$ cat src/rtl/register_bank.sv
// register_bank: DEPTH x WIDTH edge-triggered word store with a registered
// read port (rd_valid strobe) and a one-word-per-cycle bulk clear sweep.
// Optional feature macro: REGISTER_BANK_PARITY_EN adds one even-parity bit
// per word, an err_inject hook on store and a parity_err flag on reads.
module register_bank #(
  parameter int WIDTH = 8,
  parameter int DEPTH = 16
) (
  input  logic                     clk,
  input  logic                     rst_n,
  input  logic [WIDTH-1:0]         data,
  input  logic [$clog2(DEPTH)-1:0] addr,
  input  logic                     store,
  input  logic                     load,
  input  logic                     clear,
  input  logic                     err_inject,
  output logic [WIDTH-1:0]         rd_data,
  output logic                     rd_valid,
  output logic                     busy,
  output logic                     parity_err
);

  localparam int AW = $clog2(DEPTH);
`ifdef REGISTER_BANK_PARITY_EN
  localparam int MW = WIDTH + 1;
`else
  localparam int MW = WIDTH;
`endif
  // Depth widened by one bit so an out-of-range address compares correctly
  // even when DEPTH is a power of two.
  localparam logic [AW:0]   DEPTH_W = (AW + 1)'(DEPTH);
  localparam logic [AW-1:0] LAST    = AW'(DEPTH - 1);

  typedef enum logic {
    IDLE  = 1'b0,
    CLEAR = 1'b1
  } state_t;

  state_t           state_q, state_d;
  logic [AW-1:0]    cnt_q, cnt_d;
  logic [MW-1:0]    mem_q [DEPTH];
  logic [WIDTH-1:0] rd_data_q, rd_data_d;
  logic             rd_valid_q, rd_valid_d;

  logic             we;
  logic [AW-1:0]    waddr;
  logic [MW-1:0]    wdata;
  logic [MW-1:0]    store_word;
  logic [MW-1:0]    rword;
  logic             in_range;

  assign in_range = ({1'b0, addr} < DEPTH_W);
  assign rword    = in_range ? mem_q[addr] : '0;

`ifdef REGISTER_BANK_PARITY_EN
  // Even parity over the data; err_inject flips it so a later read flags it.
  assign store_word = {(^data) ^ err_inject, data};
`else
  logic unused_err_inject;
  assign unused_err_inject = err_inject;
  assign store_word        = data;
`endif

  // Next-state, write-port and read-port selection for the IDLE/CLEAR FSM.
  always_comb begin
    // NOTE: every signal gets a default here so no path leaves one unassigned,
    // which would otherwise infer a latch.
    state_d    = state_q;
    cnt_d      = cnt_q;
    we         = 1'b0;
    waddr      = addr;
    wdata      = store_word;
    rd_data_d  = rd_data_q;
    rd_valid_d = 1'b0;
    case (state_q)
      IDLE: begin
        if (clear) begin
          // clear takes priority: any store/load in this cycle is dropped.
          state_d = CLEAR;
          cnt_d   = '0;
        end else begin
          we = store && in_range;
          if (load) begin
            // Reads the pre-edge word, giving read-before-write on a collision.
            rd_valid_d = 1'b1;
            rd_data_d  = rword[WIDTH-1:0];
          end
        end
      end
      CLEAR: begin
        we    = 1'b1;
        waddr = cnt_q;
        wdata = '0;
        if (cnt_q == LAST) begin
          state_d = IDLE;
          cnt_d   = '0;
        end else begin
          cnt_d = cnt_q + 1'b1;
        end
      end
      default: begin
        state_d = IDLE;
        cnt_d   = '0;
      end
    endcase
  end

  // FSM, sweep counter and registered read outputs.
  always_ff @(posedge clk or negedge rst_n) begin
    // NOTE: state uses non-blocking assignments so every flop samples the
    // pre-edge values regardless of statement order.
    if (!rst_n) begin
      state_q    <= IDLE;
      cnt_q      <= '0;
      rd_data_q  <= '0;
      rd_valid_q <= 1'b0;
    end else begin
      state_q    <= state_d;
      cnt_q      <= cnt_d;
      rd_data_q  <= rd_data_d;
      rd_valid_q <= rd_valid_d;
    end
  end

  // Word storage: one write per cycle from either a store or the sweep.
  always_ff @(posedge clk or negedge rst_n) begin
    // NOTE: the storage array is reset because reset must leave every word
    // zero; this forces flops rather than a RAM macro, which is intended here.
    if (!rst_n) begin
      for (int i = 0; i < DEPTH; i++) mem_q[i] <= '0;
    end else if (we) begin
      mem_q[waddr] <= wdata;
    end
  end

`ifdef REGISTER_BANK_PARITY_EN
  logic parity_err_q, parity_err_d;

  // Parity check on an accepted load; out-of-range reads see an all-zero word.
  always_comb begin
    parity_err_d = 1'b0;
    if (state_q == IDLE && !clear && load)
      parity_err_d = rword[WIDTH] ^ (^rword[WIDTH-1:0]);
  end

  // Parity flag register, aligned with rd_valid.
  always_ff @(posedge clk or negedge rst_n) begin
    if (!rst_n) parity_err_q <= 1'b0;
    else        parity_err_q <= parity_err_d;
  end

  assign parity_err = parity_err_q;
`else
  assign parity_err = 1'b0;
`endif

  assign rd_data  = rd_data_q;
  assign rd_valid = rd_valid_q;
  assign busy     = (state_q == CLEAR);

endmodule

$ cat config.mk
export PLATFORM = sky130hd
export DESIGN_NAME = register_bank
export DESIGN_NICKNAME = d
export VERILOG_FILES = /design/src/rtl/register_bank.sv
export SDC_FILE = /design/constraint.sdc
export NUM_CORES = 1
export LEC_CHECK = 0
export ABC_AREA = 0
export BUFFER_PORTS_ARGS = -buffer_cell sky130_fd_sc_hd__buf_2
export CAP_MARGIN = 5
export CORE_MARGIN = 5
export CORE_UTILIZATION = 35
export DETAILED_ROUTE_END_ITERATION = 16
export RECOVER_POWER = 50
export SLEW_MARGIN = 20
export SYNTH_ARGS = -nofsm -noshare
export SYNTH_HDL_FRONTEND = slang
export SYNTH_SLANG_ARGS = --single-unit
$ cat constraint.sdc
create_clock -name clk -period 4.35 [get_ports clk]
set_input_delay 0 -clock clk [delete_from_list [all_inputs] [get_ports clk]]
set_output_delay 0 -clock clk [all_outputs]
set_load 0.005 [all_outputs]
; ---- Word-level counts from Yosys, hierarchy flattened
; Cells that the tools add are included.
; W data, S select, Z words.
[totals]
input_bits = 18
reg_bits = 142
elab_cells = 51
output_inout_bits = 11
[classes]
n_reduce_logical = 2
n_mux = 19
n_bitwise = 4
magnitude_cmp = 3
eq_ne = 2
addsub = 1
[op_table]
columns = cell, count
row1 = $bwmux W128, 1
row2 = $bmux W8 S4, 1
row3 = $demux W8 S4, 1
row4 = $mux W8, 4
row5 = $mux W4, 3
row6 = $ge A5 B5 Y1 const B, 2
row7 = $not A4 Y5, 2
row8 = $pmux W4 S2, 1
row9 = $mux W1, 6
row10 = $lt A5 B1 Y1 const B, 1
row11 = $add A4 B1 Y4 const B, 1
row12 = $eq A4 B4 Y1 const B, 1
row13 = $pmux W1 S2, 2
row14 = $reduce_and A3 Y1, 1
row15 = $ne A2 B2 Y1 const B, 1
row16 = $not A1 Y1, 2
row17 = $logic_and A1 B1 Y1, 1

; ---- Longest topological paths before layout
[depth]
depth_word = 7
mapped_depth = 8
depth_no_buf = 5

; ---- Worst setup path before layout
; No wires, ideal clock.
[synth_path]
kind = flip-flop to flip-flop
start = reg state_q (netlist: busy)
end = reg mem_q[100] (netlist bit)
path_slack_ps = 2173
setup_ps = 125
stages_incl_launch_ff = 7
required_ps = 4225
path_buffers = 2
arrival_ps = 2053
period_less_slack_ps = 2177
path_cell_list = dfrtp_1 buf_4 or4b_4 a221oi_4 and2b_1 buf_4 mux2_2
[synth_via]
elab_chain_len = 7
elab_cells_between_ends = 11
classes_between = order compare: 2 / mux: 6 / bitwise: 2 / reduce/logical: 1
[synth_lines]
columns = item, line
row1 = "start, declared", 39  ; state_t state_q, state_d;
row2 = "start signal, assigned", 118  ; state_q <= state_d;
row3 = $mux W4, 75  ; case (state_q)
row4 = $not A4 Y5 (implied by the code), 132  ; mem_q[waddr] <= wdata;
row5 = $ge A5 B5 Y1 (implied by the code) / $lt A5 B1 Y1 (equally long branches), 132
row6 = $logic_and A1 B1 Y1 (implied by the code), 132
row7 = $mux W8 (implied by the code), 132
row8 = $demux W8 S4, 132
row9 = $bwmux W128, 132
row10 = "end signal, assigned by index", 132
row11 = "end, declared", 41  ; logic [MW-1:0] mem_q [DEPTH];
; Parallel ways exist; a longest one is shown, timed or not.
; A chain may end at the register's enable or synchronous reset.

; ---- Worst setup path in the final report
[layout_path]
start = reg state_q (netlist: busy)
end = reg mem_q[69] (netlist bit)
; Same word-level chain as after synthesis.

==> results.md <==
- Outcome: finished, violations left
- Failing checks: capacitance limit, slew limit
- Die area: 0.0218 mm2
- Tcrit/Tclk final: between 70 and 80%
- Startpoint types: flip-flop
- Seq/Total Area, Yosys: approximately 54%
- Hold Fails Final Rpt: 0
- I/O pin count: 29
- TritonCTS clock tree: built
- GRT met1 Usage: around 18%
- Antenna violations before repair: 0
- CP max-delay cell: clkbuf_1
- First-pass GRT wire length: roughly 24000 um
- Crit-path cells: clkbuf_1, a31oi_1, nor2b_1, mux2_2
- Yosys warns: 0
- Core Area: approximately 0.019 mm2
- Post-Synthesis Net Count: 475
- H-tree levels: 4
- Max VDD drop: approximately 0.00028 V
- Max-slew violations: 104
- Worst-Margin Slew: between 2 and 3 ns
- Filler cells: roughly 1700
- Total grt overflow: 0
- Power per cell area: 679 mW/mm2
- Clock transition at path regs: about 0.06 ns
- Number of antenna-violating nets in the routed design: 0
- Synth Area per Inst: approximately 15 um2
- Root Buffer: clkbuf_16
- Worst setup EP type: flip-flop
- Yosys cell types: between 40 and 50
- Unrepaired setup endpoints after global routing: false
- FF+latch count, synth: 142
- Placer Congestion: between 0.7 and 0.8
- Asr flop ratio synth: 100%
- Leakage: 3.54 nW
- Layout cells sized above 1: 47.8%
- WP buf/inv: 1
- Met2 Resource Use GR: 24.3%
- Largest net degree at the start of global routing: about 100
- All-Layer GR Usage: approximately 14%
- Vias after detailed routing: about 3800
- PostCTS Resize Cnt: 0
- Min Hold Slack: 0.0836 ns
- Ant diodes: 0
- Busiest grt layer: met2
- Most common cell after layout, fill and taps aside: dfrtp_1
- Die W: around 150 um
- Most frequent cells in the layout: 142 x dfrtp_1, 135 x mux2_2, 30 x mux4_2, 19 x buf_2, 18 x o21ai_0
- CP Class: flip-flop to flip-flop
- Worst min path class: input port to flip-flop
- Area growth syn-to-layout: 14.1%
- Slew HR: -71.0%
- Sequential Area: about 0.0036 mm2
- Hpwl dp: between 9000 and 10000 um
- Critical Path Max Stage Delay: 1.08 ns
- CTS Buffer Depth: 2
- First-pass DRT Iterations: 4
- Final Util: 40.5%
- CP arrival: between 3 and 4 ns
- Post-synthesis cell area: around 0.0066 mm2
- Setup_tns: 0 ns
- Die height: ~150 um
- Synth Instances: 456
- Critical path fanouts, max: 31
- M3 GR Usage: 3.25%
- CP required: 4.64 ns
- Max Fclk: slightly above 300 MHz
- Tmin final: 3.28 ns
- Number of global-route vias before repair: 4224
- Clock latency on the worst-skew pair: a little over 0.4 ns
- Main flop type after synthesis: dfrtp_1
- Port bufs: 26
- Multi-input logic area: 0.00294 mm2
- Number of synthesized flops with an enable pin: 0
- DR iter-0 viols: around 220
- Net count, final: around 490
- Initial core utilization: 35.5%
- Layout Skew: between 0.005 and 0.006 ns
- CP delay by family, top: buffers and inverters
- # setup viols final: 0
- Total power draw: about 5 mW
- CTS sink count: 142
- Routed WL: approximately 14000 um
- Rows: 50
- Max_cap viols: 1
- WL per Instance: 20.1 um
- Vias per cell: between 5 and 6
- Post-CTS Setup Bufs: 0
- DRC Markers: 0
- CTS buffer count: 17
## worst register-to-register path, cell delays in order, from the launching register on
cell      delay [ns]
dfrtp_1         0.49
clkbuf_1        1.08
a31oi_1         0.38
nor2b_1         0.80
mux2_2          0.41
## synthesized netlist by cell type, drive strengths merged, types with 2 or more instances
master	n	area [um2]
a22oi	9	72.6
a31oi	2	12.5
and2	2	12.5
buf	13	73.8
clkbuf	20	75.1
dfrtp	142	3550
inv	2	7.51
mux2	135	1520
mux2i	4	40.0
mux4	30	676
nand2	16	67.6
nand2b	8	50.1
nand3	6	30.0
nand3b	2	15.0
nor2	7	28.8
nor2b	18	113
o21ai	18	90.1
## final cells by class
type	count	area share [%]
clock buffer	19	5.98
timing repair buffer	31	2.13
clock inverter	12	2.21
tap	234	3.86
multi-input combinational	279	38.8
sequential	142	46.9
inverter	2	0.0991
## worst paths after layout
kind                              end  depth (start not counted)  slack, ns  startpoint
max in group asynchronous   mem_q[80]                          3       1.77       rst_n
min in group asynchronous   mem_q[33]                          2       0.92       rst_n
max reg2reg                 mem_q[69]                          4       1.07        busy
min                        rd_data[2]                          4       0.08     addr[3]
min reg2reg                mem_q[108]                          1       0.50  mem_q[108]
max                         mem_q[69]                          4       1.07        busy
## sequential cells by signal, summed over array words and instances, names as in the netlist
register and count:
busy 1, cnt_q 4, mem_q 128, rd_data 8
rd_valid 1
## per-stage QoR
stage	worst slack (ns)	cells	instance area, um2
2_1_floorplan	2.17	456	6640
3_3_place_gp	1.76	686	6940
3_5_place_dp	1.76	686	6940
4_1_cts	1.74	719	7580
5_1_grt	0.872	719	7580
6_report	1.07	719	7580
## per-layer routing
metal  part of all wire (%)  up-vias
met5                      0        -
met4                    2.2        0
met3                    3.7       20
met2                     51       69
met1                     43     2015
li1                       -     1711
## repair_timing
item | 4_1_cts | 5_1_grt
hold buffers | 2 | 0
setup endpoints to repair | 0 | 0
endpoints found under the hold margin | 107 | 0
## where the power goes
part / internal, mW / switching (mW)
sequential: 1.87 / 0.313
combinational: 0.821 / 0.631
clock: 0.980 / 0.530
## cells by family (layout without fill, tap and decap cells)
| logic type | Yosys count | in the layout | synth area share [%] |
|---|---|---|---|
| xor gates and xnor gates | 1 | 1 | 0.132 |
| buffers and inverters | 35 | 64 | 2.36 |
| and+or+nand+nor | 65 | 65 | 5.56 |
| AOI/OAI and AO/OA | 42 | 42 | 4.49 |
| other | 1 | 1 | 0.0565 |
| muxes | 169 | 169 | 33.7 |
| adders and majority gates | 1 | 1 | 0.188 |
| DFF | 142 | 142 | 53.5 |
Note: power is estimated with default switching activity, not from simulation.
